===== src/rtl/sb_pkg.sv =====
`default_nettype none
// ============================================================================
// Module      : sb_pkg
// Description : Shared types and constants for the sideband message TX
//               scheduler (state encoding, message width, null code,
//               default serialisation/gap timing).
// Revision    : 1.0 - initial release
// ============================================================================
package sb_pkg;

  localparam int SB_MSG_W      = 4;
  localparam logic [SB_MSG_W-1:0] SB_NULL_MSG = 4'b0000;
  localparam int SB_SER_CYCLES = 64;
  localparam int SB_GAP_CYCLES = 32;
  localparam int SB_FIFO_DEPTH = 4;

  typedef enum logic [1:0] {
    ST_IDLE = 2'd0,
    ST_LOAD = 2'd1,
    ST_SEND = 2'd2,
    ST_GAP  = 2'd3
  } sb_state_e;

  // Counter width wide enough to hold the larger of the two phase lengths
  // minus one, never narrower than one bit.
  function automatic int sb_cnt_width(input int a, input int b);
    int m;
    m = (a > b) ? a : b;
    return (m <= 2) ? 1 : $clog2(m);
  endfunction

endpackage
`default_nettype wire


===== src/rtl/sb_msg_fifo.sv =====
`default_nettype none
// ============================================================================
// Module      : sb_msg_fifo
// Description : Registered synchronous message FIFO with flush and
//               simultaneous push/pop (a push at full is accepted when a pop
//               happens in the same cycle). Reports the next-cycle level so
//               the owner can register status derived from it.
// Revision    : 1.0 - initial release
// ============================================================================
module sb_msg_fifo #(
  parameter  int MSG_W = 4,
  parameter  int DEPTH = 4,
  localparam int AW    = (DEPTH <= 2) ? 1 : $clog2(DEPTH),
  localparam int LW    = AW + 1
) (
  input  logic             clk,
  input  logic             rst,
  input  logic             i_flush,
  input  logic             i_push,
  input  logic [MSG_W-1:0] i_wdata,
  input  logic             i_pop,
  output logic [MSG_W-1:0] o_rdata,
  output logic             o_empty,
  output logic [LW-1:0]    o_level,
  output logic [LW-1:0]    o_level_nxt,
  output logic             o_drop
);

  logic [MSG_W-1:0] r_mem [DEPTH];
  logic [AW-1:0]    r_wptr;
  logic [AW-1:0]    r_rptr;
  logic [LW-1:0]    r_level;
  logic [LW-1:0]    w_level_nxt;
  logic             w_full;
  logic             w_empty;
  logic             w_pop_ok;
  logic             w_push_ok;

  assign w_full    = (r_level == LW'(DEPTH));
  assign w_empty   = (r_level == '0);
  assign w_pop_ok  = i_pop & ~w_empty & ~i_flush;
  assign w_push_ok = i_push & (~w_full | w_pop_ok) & ~i_flush;

  // Level bookkeeping: flush wins, otherwise net effect of push and pop.
  always_comb begin
    w_level_nxt = r_level;
    if (i_flush) begin
      w_level_nxt = '0;
    end else if (w_push_ok && !w_pop_ok) begin
      w_level_nxt = r_level + LW'(1);
    end else if (!w_push_ok && w_pop_ok) begin
      w_level_nxt = r_level - LW'(1);
    end
  end

  // Pointer and level registers.
  always_ff @(posedge clk or posedge rst) begin
    if (rst) begin
      r_wptr  <= '0;
      r_rptr  <= '0;
      r_level <= '0;
    end else begin
      r_level <= w_level_nxt;
      if (i_flush) begin
        r_wptr <= '0;
        r_rptr <= '0;
      end else begin
        if (w_push_ok) r_wptr <= r_wptr + AW'(1);
        if (w_pop_ok)  r_rptr <= r_rptr + AW'(1);
      end
    end
  end

  // Storage array; contents are don't-care until written.
  always_ff @(posedge clk) begin
    if (w_push_ok) r_mem[r_wptr] <= i_wdata;
  end

  assign o_rdata     = r_mem[r_rptr];
  assign o_empty     = w_empty;
  assign o_level     = r_level;
  assign o_level_nxt = w_level_nxt;
  assign o_drop      = i_push & w_full & ~w_pop_ok & ~i_flush;

endmodule
`default_nettype wire


===== src/rtl/sb_msg_tx_scheduler.sv =====
`default_nettype none
// ============================================================================
// Module      : sb_msg_tx_scheduler
// Description : Sideband transmit scheduler. Queues encoded messages from the
//               substate wrappers, hands them one at a time to the packet
//               framer over valid/ready, then holds off for the serialisation
//               time plus a mandatory idle gap. Generates busy and a one-cycle
//               busy falling-edge pulse back to the wrappers.
// Revision    : 1.0 - initial release
// ============================================================================
module sb_msg_tx_scheduler
  import sb_pkg::*;
#(
  parameter  int MSG_W      = SB_MSG_W,
  parameter  int FIFO_DEPTH = SB_FIFO_DEPTH,
  parameter  int SER_CYCLES = SB_SER_CYCLES,
  parameter  int GAP_CYCLES = SB_GAP_CYCLES,
  localparam int LVL_W      = $clog2(FIFO_DEPTH) + 1
) (
  input  logic             clk,
  input  logic             rst,
  input  logic             i_en,
  input  logic [MSG_W-1:0] i_msg,
  input  logic             i_msg_valid,
  output logic [MSG_W-1:0] o_tx_msg,
  output logic             o_tx_valid,
  input  logic             i_tx_ready,
  output logic             o_busy,
  output logic             o_falling_edge_busy,
  output logic [LVL_W-1:0] o_level,
  output logic             o_overflow
);

  localparam int CNT_W = sb_cnt_width(SER_CYCLES, GAP_CYCLES);
  localparam logic [CNT_W-1:0] SER_LAST = CNT_W'(SER_CYCLES - 1);
  localparam logic [CNT_W-1:0] GAP_LAST = CNT_W'(GAP_CYCLES - 1);
  localparam logic [MSG_W-1:0] NULL_MSG = MSG_W'(SB_NULL_MSG);

  sb_state_e        r_state;
  sb_state_e        w_state_nxt;
  logic [CNT_W-1:0] r_cnt;
  logic [CNT_W-1:0] w_cnt_nxt;
  logic [MSG_W-1:0] r_tx_msg;
  logic             r_busy;
  logic             r_fe;
  logic             r_ovf;
  logic             w_push;
  logic             w_pop;
  logic             w_empty;
  logic             w_drop;
  logic             w_busy_nxt;
  logic [MSG_W-1:0] w_head;
  logic [LVL_W-1:0] w_level;
  logic [LVL_W-1:0] w_level_nxt;

  // The null code never enters the queue; a disabled block accepts nothing.
  assign w_push = i_en & i_msg_valid & (i_msg != NULL_MSG);

  sb_msg_fifo #(
    .MSG_W (MSG_W),
    .DEPTH (FIFO_DEPTH)
  ) u_fifo (
    .clk         (clk),
    .rst         (rst),
    .i_flush     (~i_en),
    .i_push      (w_push),
    .i_wdata     (i_msg),
    .i_pop       (w_pop),
    .o_rdata     (w_head),
    .o_empty     (w_empty),
    .o_level     (w_level),
    .o_level_nxt (w_level_nxt),
    .o_drop      (w_drop)
  );

  // Next-state, counter and pop decode; disable forces an immediate flush.
  always_comb begin
    w_state_nxt = r_state;
    w_cnt_nxt   = r_cnt;
    w_pop       = 1'b0;
    if (!i_en) begin
      w_state_nxt = ST_IDLE;
      w_cnt_nxt   = '0;
    end else begin
      case (r_state)
        ST_IDLE: begin
          if (!w_empty) begin
            w_pop       = 1'b1;
            w_state_nxt = ST_LOAD;
          end
        end
        ST_LOAD: begin
          if (i_tx_ready) begin
            w_state_nxt = ST_SEND;
            w_cnt_nxt   = '0;
          end
        end
        ST_SEND: begin
          if (r_cnt == SER_LAST) begin
            w_state_nxt = ST_GAP;
            w_cnt_nxt   = '0;
          end else begin
            w_cnt_nxt = r_cnt + CNT_W'(1);
          end
        end
        ST_GAP: begin
          if (r_cnt == GAP_LAST) begin
            w_cnt_nxt = '0;
            if (!w_empty) begin
              w_pop       = 1'b1;
              w_state_nxt = ST_LOAD;
            end else begin
              w_state_nxt = ST_IDLE;
            end
          end else begin
            w_cnt_nxt = r_cnt + CNT_W'(1);
          end
        end
        default: begin
          w_state_nxt = ST_IDLE;
          w_cnt_nxt   = '0;
        end
      endcase
    end
  end

  // Busy is registered from next-cycle state/level so it rises the cycle
  // after the first enqueue and its falling edge lines up with the pulse.
  assign w_busy_nxt = (w_state_nxt != ST_IDLE) | (w_level_nxt != '0);

  // State, counter, presented message, busy/edge and sticky overflow.
  always_ff @(posedge clk or posedge rst) begin
    if (rst) begin
      r_state  <= ST_IDLE;
      r_cnt    <= '0;
      r_tx_msg <= '0;
      r_busy   <= 1'b0;
      r_fe     <= 1'b0;
      r_ovf    <= 1'b0;
    end else begin
      r_state <= w_state_nxt;
      r_cnt   <= w_cnt_nxt;
      r_busy  <= w_busy_nxt;
      r_fe    <= r_busy & ~w_busy_nxt;
      if (!i_en) begin
        r_tx_msg <= '0;
        r_ovf    <= 1'b0;
      end else begin
        if (w_pop)  r_tx_msg <= w_head;
        if (w_drop) r_ovf    <= 1'b1;
      end
    end
  end

  assign o_tx_msg            = r_tx_msg;
  assign o_tx_valid          = (r_state == ST_LOAD);
  assign o_busy              = r_busy;
  assign o_falling_edge_busy = r_fe;
  assign o_level             = w_level;
  assign o_overflow          = r_ovf;

endmodule
`default_nettype wire

===== config.mk =====
export PLATFORM = sky130hd
export DESIGN_NAME = sb_msg_tx_scheduler
export DESIGN_NICKNAME = d
export VERILOG_FILES = /design/src/rtl/sb_pkg.sv /design/src/rtl/sb_msg_fifo.sv /design/src/rtl/sb_msg_tx_scheduler.sv
export SDC_FILE = /design/constraint.sdc
export NUM_CORES = 1
export LEC_CHECK = 0
export BUFFER_PORTS_ARGS = -buffer_cell sky130_fd_sc_hd__buf_4
export CORE_MARGIN = 1.5
export CORE_UTILIZATION = 55
export CTS_BUF_LIST = sky130_fd_sc_hd__clkbuf_4 sky130_fd_sc_hd__clkbuf_8
export CTS_CLUSTER_SIZE = 8
export DETAILED_ROUTE_END_ITERATION = 16
export GPL_TIMING_DRIVEN = 0
export HOLD_SLACK_MARGIN = 0.06
export PLACE_DENSITY = 0.78
export SKIP_LAST_GASP = 1
export SLEW_MARGIN = 15
export SYNTH_ARGS = -nofsm -noshare
export SYNTH_HDL_FRONTEND = slang
export SYNTH_SLANG_ARGS = --single-unit

===== constraint.sdc =====
create_clock -name clk -period 2.7 [get_ports clk]
set_input_delay 0.135 -clock clk [delete_from_list [all_inputs] [get_ports clk]]
set_output_delay 0.135 -clock clk [all_outputs]
set_load 0.02 [all_outputs]

==> flow_summary.toml <==
[drt]
detail_route.iter0.violations = 84
route.detailed.drc = 0
wl_um = 4020
firstDrtPassIters = 4
wl_per_cell_um = 16.1
antenna_left = 0
routed_via_density = 6.00
vias = 1493

[yosys]
ys.flop_type = "dfrtp_1"
synth_area_mm2 = 0.00203
syn-instance-count = 175
avgSynthCellArea_um2 = 11.6
synth_nets = 197
synth_xor_area_share_pct = 1.29
synth.distinct_cells = 49
ys.warnings.count = 0
synth_mux_area_share_pct = 7.93
synth_top_area_cell = "dfrtp_1"
synthArstFlopShare_pct = 57.9
yosysSeqAreaShare_pct = 50.7
synthAdderAreaFrac_pct = 8.00
synth_compound_area_share_pct = 14.1
synth_top_area_share_pct = 27.1
synth_top_family_by_area = "simple AND/OR/NAND/NOR gates"
synth_area_leaders = "dfrtp_1, edfxtp_1, ha_1"
synthSimpleGateAreaFrac_pct = 14.6
synth_seq_cells = 38
synth_edf_count = 16

[clocking]
cts_tree = "built"
cts_buffer_depth = 2
h-tree-depth = 2
numCtsBuffers = 5
cts_sinks = 38
post_cts_buffers = 0
clkTransAtPathRegs_ps = 80
clkLatencyLatePin_ps = 290
clock-root-buffer = "clkbuf_8"

[sta]
post-route-period-util_pct = 95.0
setup_tns_ps = 0
rsz0062_at_grt = "no"
hold_viol_final = 0
slew_viol_final = 0
worstMarginPinSlew_ps = 883
fin_skew_ps = 5.15
maxSlewHeadroom_pct = 41.1
final-setup-viol-count = 0
min_period_ps = 2560
fmax_ghz = 0.390

[worst_setup_path]
critPathKind = "flip-flop to flip-flop"
crit_path_end_kind = "flip-flop"
worstSetupEndpoint = "o_busy$_DFF_PP0_"
reg2reg_from = "u_fifo.o_level[0]$_DFF_PP0_"
rrSetupSlack_ps = 140
cp.required_ps = 2880
cp-start-kind = "flip-flop"
worstReg2RegEnd = "o_busy$_DFF_PP0_"
critPathLaunch = "u_fifo.o_level[0]$_DFF_PP0_"
reg2regPathDepth = 8
critPathMaxFanout = 5
worst-endpoint-arrival_ps = 2740

[placement]
gp_congestion = 0.898
port_buffers = 19
place_area_mm2 = 0.00223
post-dp-hpwl_um = 2870

[final_layout]
post-route-cell-area_mm2 = 0.00241
final_cell_mix = "dfrtp_1, buf_4, edfxtp_1"
nets = 224
diodes = 0
layout-drive-gt1-share_pct = 20.2
syn_to_final_growth_pct = 18.5
layout_commonest_cell = "dfrtp_1"

[floorplan]
num_rows = 21
die_h_um = 63.8
fp.dieW_um = 63.8
die_area_mm2 = 0.00407
core_region_area_mm2 = 0.00344
start_util_pct = 59.1
ios = 20

[power]
max-vdd-ir-drop_mv = 0.653
powerDensity_mw_per_mm2 = 957
leakagePower_nw = 1.01

[grt]
antenna_found_initial = 0
top_usage_layer = "met2"
grt_pass1_vias = 1513
grt_pass1_wl_um = 6830
grt_usage_pct = 21.8
grt.overflow.total = 0
grt_start_max_net_pins = 23
met1_usage_pct = 27.6
grtUsageMet3_pct = 4.58
met2_usage_pct = 37.4

[worst_hold_path]
worstHoldPathType = "primary input to flip-flop"

[status]
status = "finished clean"

[job]
maxCapViolations = 0
[kinds of logic after synthesis]
logic type               Yosys count
multiplexers                      11
AO/OA/AOI/OAI                     37
flip-flops                        38
AND/OR/NAND/NOR                   57
XOR/XNOR                           3
adder cells (fa/ha/maj)           13
buffers and inverters             16
[worst min-delay path by stage]
stage / start / to / slack [ps] / cells after the start
after floorplan: rst / o_busy$_DFF_PP0_ / 120 / 1
after global placement: rst / r_cnt[5]$_DFFE_PP0P_ / 350 / 2
after detailed placement: i_msg[0] / u_fifo.r_mem[0][0]$_DFFE_PP_ / 360 / 1
after CTS: i_msg[2] / u_fifo.r_mem[1][2]$_DFFE_PP_ / 60 / 1
after global routing: i_msg[2] / u_fifo.r_mem[1][2]$_DFFE_PP_ / 60 / 1
final: i_msg[2] / u_fifo.r_mem[1][2]$_DFFE_PP_ / 70 / 1
[synthesized netlist by cell type, types with 2 or more instances]
cell,n
mux4_2,4
a31oi_1,2
nor4b_1,2
ha_1,13
nor2b_1,2
a21o_1,3
a21oi_1,4
inv_1,10
nor3_1,4
o31ai_1,3
xnor2_1,2
dfrtp_1,22
nand3_1,2
nand2_1,14
edfxtp_1,16
or2_1,2
a221oi_1,2
nor4_1,2
or4_4,2
o21ai_0,7
a211oi_1,2
clkbuf_1,4
nand4_1,2
nor2_1,15
and2_1,5
mux2i_1,6
[metrics by stage]
step           utilization (%)  hold WS (ps)  cells  power, W  worst slack (ps)
3_5_place_dp              64.9           359    240   0.00171              -140
4_1_cts                   69.7          61.4    250   0.00230              17.7
5_1_grt                   70.0          63.5    249   0.00244              8.41
6_report                  70.0          73.8    249   0.00230               136
2_1_floorplan                -           124    175   0.00145              56.9
3_3_place_gp              64.9           350    240   0.00166             -74.5
[per-layer routing]
layer / wire, µm / part of all wire (%)
met4: 44 / 1.1
met1: 1820 / 45
met3: 139 / 3.5
met2: 2020 / 50
met5: 0 / 0
[area by class of cell]
| type | instances | area (µm²) |
|---|---|---|
| plain buffers | 5 | 26.3 |
| clock buffers | 5 | 68.8 |
| clock inverters | 3 | 68.8 |
| fillers | 244 | 1030 |
| inverters | 10 | 37.5 |
| multi-input cells | 121 | 957 |
| flip-flops and latches | 38 | 1030 |
| well taps | 46 | 57.6 |
| repair buffers | 21 | 163 |
[critical path, stage by stage, from the launching register on]
cell and delay, ps:
dfrtp_1 410, inv_1 110, ha_1 230, nor2b_4 230
or2_4 170, nor4b_1 50, or4_4 540, or4_1 470
or2_1 240
[state kept, by name (all words and copies together) (netlist names)]
register	cells
u_fifo.r_rptr	2
o_falling_edge_busy	1
r_state	2
u_fifo.o_level	3
o_tx_msg	4
o_overflow	1
u_fifo.r_wptr	2
r_cnt	6
o_busy	1
u_fifo.r_mem	16
[report_power, final]
part	internal, W	switching [W]	total [W]
Clock	0.000370	0.000204	0.000574
Combinational	0.000418	0.000529	0.000947
Sequential	0.000704	0.0000806	0.000784
Total	0.00149	0.000814	0.00230
[repair_timing]
| item | 4_1_cts | 5_1_grt |
|---|---|---|
| hold endpoints to repair | 17 | 0 |
| hold buffers | 2 | 0 |
| endpoints found under the setup margin | 2 | 2 |
| gates resized for setup | 2 | 3 |
Power figures use the tool's default switching activity.
